### config.mk
export PLATFORM = sky130hd
export DESIGN_NAME = spi_rom_arb
export DESIGN_NICKNAME = d
export VERILOG_FILES = /design/src/rtl/spi_rom_arb_pkg.sv /design/src/rtl/spi_rom_startup.sv /design/src/rtl/spi_rom_arb.sv
export SDC_FILE = /design/constraint.sdc
export NUM_CORES = 1
export LEC_CHECK = 0
export ABC_CLOCK_PERIOD_IN_PS = 1750
export BUFFER_PORTS_ARGS = -buffer_cell sky130_fd_sc_hd__clkbuf_2
export CAP_MARGIN = 20
export CORE_UTILIZATION = 48
export CTS_CLUSTER_DIAMETER = 150
export DETAILED_ROUTE_END_ITERATION = 7
export PLACE_DENSITY = 0.75
export SLEW_MARGIN = 20
export SYNTH_ARGS = -nofsm -noshare
export SYNTH_HDL_FRONTEND = slang
export SYNTH_HIERARCHICAL = 1
export SYNTH_SLANG_ARGS = --single-unit
export TNS_END_PERCENT = 30
### constraint.sdc
create_clock -name sys_clk -period 1.75 [get_ports sys_clk]
set_input_delay 0.0875 -clock sys_clk [delete_from_list [all_inputs] [get_ports sys_clk]]
set_output_delay 0.0875 -clock sys_clk [all_outputs]
set_load 0.05 [all_outputs]
### src/rtl/spi_rom_arb_pkg.sv
// rtl/spi_rom_arb_pkg.sv - shared types and parked-pad constants for the SPI flash arbiter
package spi_rom_arb_pkg;

  typedef enum logic [1:0] {
    ST_STARTUP,
    ST_IDLE,
    ST_GRANT,
    ST_GAP
  } arb_state_t;

  typedef logic master_idx_t;

  localparam logic       PARK_CS_N = 1'b1;
  localparam logic [3:0] PARK_OEN  = 4'hF;

endpackage

### src/rtl/spi_rom_startup.sv
// rtl/spi_rom_startup.sv - post-reset dummy CCLK toggles and CPU reset release
module spi_rom_startup
  import spi_rom_arb_pkg::*;
#(
  parameter int DUMMY_CYCLES = 15
) (
  input  logic i_clk,
  input  logic i_rstn,
  output logic o_cclk,
  output logic o_cpu_rstn,
  output logic o_done
);

  localparam int            CW   = $clog2(DUMMY_CYCLES + 2);
  localparam logic [CW-1:0] LAST = CW'(DUMMY_CYCLES);

  logic [CW-1:0] r_cnt;
  logic          r_cclk;
  logic          r_cpu_rstn;

  // One toggle per edge until the count is spent, then a single edge releases the CPU.
  always_ff @(posedge i_clk) begin
    if (!i_rstn) begin
      r_cnt      <= '0;
      r_cclk     <= 1'b0;
      r_cpu_rstn <= 1'b0;
    end else if (r_cnt != LAST) begin
      r_cnt  <= r_cnt + CW'(1);
      r_cclk <= ~r_cclk;
    end else if (!r_cpu_rstn) begin
      r_cpu_rstn <= 1'b1;
      r_cclk     <= 1'b0;
    end
  end

  assign o_cclk     = r_cclk;
  assign o_cpu_rstn = r_cpu_rstn;
  assign o_done     = (r_cnt == LAST) && !r_cpu_rstn;

endmodule

### src/rtl/spi_rom_arb.sv
// rtl/spi_rom_arb.sv - startup sequencer and two-master round-robin arbiter for the config SPI flash
// Optional grant timeout enabled by defining SPI_ROM_ARB_TIMEOUT_EN.
module spi_rom_arb
  import spi_rom_arb_pkg::*;
#(
  parameter int DUMMY_CYCLES   = 15,
  parameter int IDLE_GAP       = 2,
  parameter int TIMEOUT_CYCLES = 4096
) (
  input  logic            sys_clk,
  input  logic            rst,
  input  logic [1:0]      m_req,
  output logic [1:0]      m_gnt,
  input  logic [1:0]      m_cs_n,
  input  logic [1:0]      m_sclk,
  input  logic [1:0][3:0] m_o,
  input  logic [1:0][3:0] m_oen,
  output logic [3:0]      m_i,
  output logic            pad_cs_n,
  output logic            usrcclko,
  output logic [3:0]      pad_o,
  output logic [3:0]      pad_oen,
  input  logic [3:0]      pad_i,
  output logic            cpu_rstn,
  output logic            err
);

  arb_state_t  r_state, w_state_nxt;
  master_idx_t r_owner, w_owner_nxt;
  master_idx_t r_last,  w_last_nxt;
  logic [15:0] r_gap_cnt, w_gap_nxt;
  logic        r_err, w_err_nxt;
  logic [1:0]  r_block, w_block_nxt;

  logic        w_dummy_cclk;
  logic        w_cpu_rstn;
  logic        w_done;
  logic        w_timeout;
  logic [1:0]  w_req_eff;
  master_idx_t w_pick;

  spi_rom_startup #(
    .DUMMY_CYCLES(DUMMY_CYCLES)
  ) u_startup (
    .i_clk      (sys_clk),
    .i_rstn     (rst),
    .o_cclk     (w_dummy_cclk),
    .o_cpu_rstn (w_cpu_rstn),
    .o_done     (w_done)
  );

`ifdef SPI_ROM_ARB_TIMEOUT_EN
  logic [31:0] r_tcnt;

  always_ff @(posedge sys_clk) begin
    if (!rst || r_state != ST_GRANT) begin
      r_tcnt <= '0;
    end else begin
      r_tcnt <= r_tcnt + 32'd1;
    end
  end

  assign w_timeout = (r_state == ST_GRANT) && (r_tcnt == 32'(TIMEOUT_CYCLES - 1));
`else
  logic w_unused_timeout;
  assign w_unused_timeout = (TIMEOUT_CYCLES == 0);
  assign w_timeout        = 1'b0;
`endif

  // A revoked master stays masked until it lets go of its request.
  assign w_req_eff = m_req & ~r_block;
  assign w_pick    = (&w_req_eff) ? ~r_last : w_req_eff[1];

  always_ff @(posedge sys_clk) begin
    if (!rst) begin
      r_state   <= ST_STARTUP;
      r_owner   <= 1'b0;
      r_last    <= 1'b1;
      r_gap_cnt <= '0;
      r_err     <= 1'b0;
      r_block   <= '0;
    end else begin
      r_state   <= w_state_nxt;
      r_owner   <= w_owner_nxt;
      r_last    <= w_last_nxt;
      r_gap_cnt <= w_gap_nxt;
      r_err     <= w_err_nxt;
      r_block   <= w_block_nxt;
    end
  end

  always_comb begin
    w_state_nxt = r_state;
    w_owner_nxt = r_owner;
    w_last_nxt  = r_last;
    w_gap_nxt   = r_gap_cnt;
    w_err_nxt   = r_err;
    w_block_nxt = r_block & m_req;
    case (r_state)
      ST_STARTUP: begin
        if (w_done) w_state_nxt = ST_IDLE;
      end
      ST_IDLE: begin
        if (|w_req_eff) begin
          w_state_nxt = ST_GRANT;
          w_owner_nxt = w_pick;
          w_last_nxt  = w_pick;
        end
      end
      ST_GRANT: begin
        if (!m_req[r_owner]) begin
          if (!m_cs_n[r_owner]) w_err_nxt = 1'b1;
          w_state_nxt = (IDLE_GAP == 0) ? ST_IDLE : ST_GAP;
          w_gap_nxt   = '0;
        end else if (w_timeout) begin
          w_err_nxt            = 1'b1;
          w_block_nxt[r_owner] = 1'b1;
          w_state_nxt          = (IDLE_GAP == 0) ? ST_IDLE : ST_GAP;
          w_gap_nxt            = '0;
        end
      end
      ST_GAP: begin
        if (r_gap_cnt == 16'(IDLE_GAP - 1)) begin
          w_state_nxt = ST_IDLE;
        end else begin
          w_gap_nxt = r_gap_cnt + 16'd1;
        end
      end
      default: w_state_nxt = ST_STARTUP;
    endcase
  end

  // Pads are parked everywhere except the dummy clock in STARTUP and the owner's pins in GRANT.
  always_comb begin
    m_gnt    = '0;
    pad_cs_n = PARK_CS_N;
    usrcclko = 1'b0;
    pad_o    = '0;
    pad_oen  = PARK_OEN;
    case (r_state)
      ST_STARTUP: usrcclko = w_dummy_cclk;
      ST_GRANT: begin
        m_gnt[r_owner] = 1'b1;
        pad_cs_n       = m_cs_n[r_owner];
        usrcclko       = m_sclk[r_owner];
        pad_o          = m_o[r_owner];
        pad_oen        = m_oen[r_owner];
      end
      default: ;
    endcase
  end

  assign m_i      = pad_i;
  assign cpu_rstn = w_cpu_rstn;
  assign err      = r_err;

endmodule

# ---- After elaboration in Yosys (flattened, before gate mapping)
# Cells that the tools add are included.
# Widths: inputs -> output; s select.
dict set report totals {
  out_inout_bits 18
  word_cells 71
  in_bits 28
  ff_bits 30
}
dict set report op_classes {
  n_reduce_logical 11
  n_lt_le_gt_ge 2
  n_addsub 2
  n_bitwise 7
  eq_ne 12
  n_mux 28
}
# op count
set op_table {}
lappend op_table {{$mux 16} 2}
lappend op_table {{$pmux 16 s2} 1}
lappend op_table {{$mux 4} 6}
lappend op_table {{$add 16x1->16 const B} 1}
lappend op_table {{$eq 16x1->1 const B} 1}
lappend op_table {{$mux 1} 11}
lappend op_table {{$mux 2} 5}
lappend op_table {{$ne 2x2->1 const B} 5}
lappend op_table {{$pmux 2 s4} 1}
lappend op_table {{$reduce_and 3->1} 2}
lappend op_table {{$add 5x1->5 const B} 1}
lappend op_table {{$eq 5x4->1 const B} 1}
lappend op_table {{$ne 5x4->1 const B} 1}
lappend op_table {{$and 2x2->2} 2}
lappend op_table {{$eq 2x2->1 const B} 2}
lappend op_table {{$not 1->1} 4}
lappend op_table {{$reduce_and 2->1} 2}
lappend op_table {{$reduce_and 4->1} 1}
lappend op_table {{$eq 2x1->1 const B} 1}
lappend op_table {{$logic_and 1x1->1} 2}
lappend op_table {{$logic_not 2->1} 1}
lappend op_table {{$lt 1x2->1 const B} 1}
lappend op_table {{$ne 2x1->1 const B} 1}
lappend op_table {{$not 2->2} 1}
lappend op_table {{other kinds (6)} 6}

# ---- Logic depth before layout (Yosys ltp)
dict set report depth {
  depth_word 5
  depth_mapped 8
  mapped_depth_nobuf 7
}

# ---- By module
# Netlist, hierarchy kept.
# mod n_inst cells_each seq_area_each_um2 area_per_inst_um2
set by_module_without_submodules {}
lappend by_module_without_submodules {spi_rom_arb 1 192 460.4 1615.3}
lappend by_module_without_submodules {spi_rom_startup 1 30 140.1 322.8}

# ---- Worst setup path before layout
# OpenSTA, ideal clock, no wires.
dict set report synth_path {
  path_type {flip-flop to output port}
  startpoint {register r_state[0]}
  endpoint {output port m_gnt[0]}
  setup_slack_ns -0.216
  stages_incl_launch_ff 6
  arrival_ns 1.879
  t_required_ns 1.662
  path_buffers 2
  path_cell_list {dfxtp_1 inv_1 ha_1 clkbuf_1 clkbuf_1 nor2b_1}
}
dict set report synth_between {
  elab_chain_len 2
}
# element line
set synth_lines {}
lappend synth_lines {{start: declaration} spi_rom_arb.sv:28} ;# arb_state_t r_state, w_state_nxt;
lappend synth_lines {{start signal: assignment} spi_rom_arb.sv:83} ;# r_state <= w_state_nxt;
lappend synth_lines {{$eq 2x2->1} spi_rom_arb.sv:140} ;# case (r_state)
lappend synth_lines {{$mux 2} spi_rom_arb.sv:140}
lappend synth_lines {{end: declaration} spi_rom_arb.sv:13} ;# output logic [1:0] m_gnt,
# No other way between the ends.

# ---- Worst setup path after layout
dict set report layout_path {
  startpoint {register r_gap_cnt[1]}
  endpoint {register r_gap_cnt[6]}
}
dict set report layout_between {
  elab_chain_len 3
  word_cells_on_any_way 6
  cone_classes {add/sub (1); eq/ne (2); mux (2); reduce/logical (1)}
}
# element line
set layout_lines {}
lappend layout_lines {{start: declaration} spi_rom_arb.sv:31} ;# logic [15:0] r_gap_cnt, w_gap_nxt;
lappend layout_lines {{start signal: assignment} spi_rom_arb.sv:86} ;# r_gap_cnt <= w_gap_nxt;
lappend layout_lines {{$add 16x1->16 or $eq 16x1->1 (tied branches)} {spi_rom_arb.sv:126, spi_rom_arb.sv:123}}
lappend layout_lines {{$mux 16 or $ne 2x2->1 (tied branches)} --}
lappend layout_lines {{$pmux 16 s2 or $reduce_and 3->1 (tied branches)} --}
# Several ways; a longest one is shown, not always the timed one. The select of a mux whose other input is x is not followed.
# A chain may end at the register's enable or synchronous reset.

==> results.md <==
- Outcome: finished clean
- Fmax: 593 MHz
- Seq/Total Area, Yosys: 31.0%
- CTS Hold Bufs: 0
- Vias in the first global route: 1793
- Final setup skew: about 0.007 ns
- Initial DRC count: ~120
- Skew-Pair Late Insertion Delay: 0.28 ns
- Layer with the highest usage: met2
- Post-DP HPWL: 3710 um
- Synth top area share: 31.0%
- Core Box Area: 3770 sq um
- Most frequent cells after synthesis: 30 x dfxtp_1, 23 x nand2_1, 18 x mux2i_1
- GP Congestion: 0.861
- Seq cells post-synth: 30
- CTS tree: done
- Final hold viol count: 0
- Fillers: 281
- WP data required: 1.92 ns
- Starting Density: about half
- Die height: 65.5 um
- Pre-CTS WS: -0.00875 ns
- Pins Over Slew Limit: 0
- Post-route ant nets: 0
- Reg2reg path depth: 7
- Antenna violations before repair: 0
- # IOs: 46
- Yosys top cell by area: dfxtp_1
- Num CTS Buffers: 5
- Average wire per cell in the routed design: 15.3 um
- Reg clk slew, reported paths: around 0.06 ns
- PnR worst setup slack: 0.0640 ns
- Layout area overhead: 33.8%
- Longest Clk Path Bufs: 2
- Global routing usage on met2: 41.4%
- Final core utilization: 68.8%
- Drt via density: 5.92
- Max_cap viols: 0
- Grt met1 use: between 30% and 40%
- Mean Syn Cell Area: 8.73 sq um
- Tot GR Track Use: 25.3%
- CTS root buf: clkbuf_8
- First-pass GRT wire length: 8160 um
- PwrDens: 717 nW/um^2
- H-tree depth: 2
- Startpoint Class: flop
- Number of synthesis warnings: 6
- Port Buffer Count: 37
- Synth Cell Area: 1940 sq um
- Setup Buffers After CTS: 0
- CP arrival: 1.86 ns
- M3 GR Usage: under 10%
- Worst IR Drop VDD: 0.000668 V
- Chip width: 65.5 um
- Share of layout cells above drive strength 1: 39.7%
- CP Class: flop to flop
- Leak: roughly 0.0011 uW
- Area contributors post-synth: dfxtp_1 31%, mux2i_1 9.3%, ha_1 5.8%
- Path type of the worst min-delay path: input pin to flop
- Top FF cell, synth: dfxtp_1
- Placement Rows: 22
- Post-synth EDFFs: 0
- Clock Sinks: 30
- Cell area after layout: approximately 2600 sq um
- Total grt overflow: 0
- Period utilisation layout: a little over nine tenths
- Post-route minimum period: around 1.7 ns
- DIE AREA: 4300 sq um
- Cells on Worst Hold Path: 2
- Antenna Cells: 0
- Mapped Nets: 259
- Worst slew pin tran: 0.519 ns
- Vias: between 2000 and 2500
- Post-Route WL: between 5000 and 6000 um
- Crit Path Max Fanout: 5
- # nets final: 328
- Slew headroom: 65.1%
- Top-count cell post-synth: dfxtp_1
- CP endpoint kind: flop
- Setup violators final: 0
- Async SR Flop Fraction: 0%
- Cell count after synthesis: 222
- RSZ-0062 raised after global routing: yes
- Placement Cell Area: 2390 sq um
- Netlist cell types: 56
- DRT Pass-1 Iters: 5
- Largest net degree at the start of global routing: 16
- Number of remaining DRC errors: 0
-- through the flow --
stage                     cells   TNS, ns  total power (uW)  hold WS (ns)
after floorplan             222    -0.808              1160         0.205
after global placement      332         0              1260         0.175
after detailed placement    332  -0.00875              1270         0.175
after CTS                   340  -0.00415              1860        0.0780
after global routing        340  -0.00728              1980        0.0851
final                       340         0              1860        0.0892
-- worst max-delay path: stages (launching register included) --
cell,delay [ns]
dfxtp_2,0.32
inv_1,0.05
ha_1,0.17
nor4b_2,0.15
buf_4,0.15
and4_2,0.27
o31a_1,0.29
o21a_1,0.18
-- cell usage in the layout (no fill, tap or decap), types with 4 or more instances in the layout --
cell,instances
a21oi_1,5
a31oi_1,4
and2_1,6
buf_4,38
clkbuf_2,31
clkbuf_4,4
clkbuf_8,6
dfxtp_1,18
dfxtp_2,9
ha_1,6
inv_1,9
mux2i_1,18
nand2_1,23
nand2b_1,7
nand3_1,6
nand4_1,8
nor2_1,5
nor2b_1,6
nor3_1,4
nor4_1,4
o21ai_0,4
o22ai_1,4
-- sequential cells by signal (all words and copies together), names as in the netlist --
signal                cells
r_gap_cnt                16
r_block                   2
u_startup/o_cclk          1
u_startup/r_cnt           5
r_state                   2
r_owner                   1
r_last                    1
err                       1
u_startup/o_cpu_rstn      1
-- logic make-up (layout without fill, tap and decap cells) --
logic type	Yosys count	after routing	share of synthesized area (%)
adder cells (fa/ha/maj)	9	9	5.81
AND/OR/NAND/NOR	91	91	28.4
XOR/XNOR	3	3	1.36
flip-flops	30	30	31.0
AO/OA/AOI/OAI	44	44	16.3
buffers and inverters	25	95	6.71
multiplexers	20	20	10.5
-- layer usage --
layer	up-vias	share of wire, %
met5	-	0
met4	0	1.7
met3	17	8.6
met2	104	48
met1	929	42
li1	962	-
-- area by class of cell --
cell class                 instances  area [sq um]  area share (%)
clock inverter                     1          5.00           0.193
timing repair buffer              76           498            19.2
clock buffer                       7          86.3            3.33
tap                               48          60.1            2.32
multi-input combinational        167          1280            49.3
sequential                        30           623            24.0
inverter                          11          41.3            1.59
-- path summary, 6_finish.rpt --
| path | end | slack (ns) | startpoint |
|---|---|---|---|
| worst max-delay path | r_gap_cnt[6] | 0.06 | r_gap_cnt[1] |
| worst min register to register | err | 0.48 | err |
| worst max register to register | r_gap_cnt[6] | 0.06 | r_gap_cnt[1] |
| worst min-delay path | r_block[1] | 0.09 | m_req[1] |
-- repair_timing --
item,4_1_cts,5_1_grt
resized for setup,7,36
endpoints found under the setup margin,6,20
cloned,0,0
pin swaps,0,7
-- power breakdown --
group / switching, uW / internal (uW)
registers: 35.6 / 718
clock network: 260 / 317
logic: 310 / 219
Power figures use the tool's default switching activity.
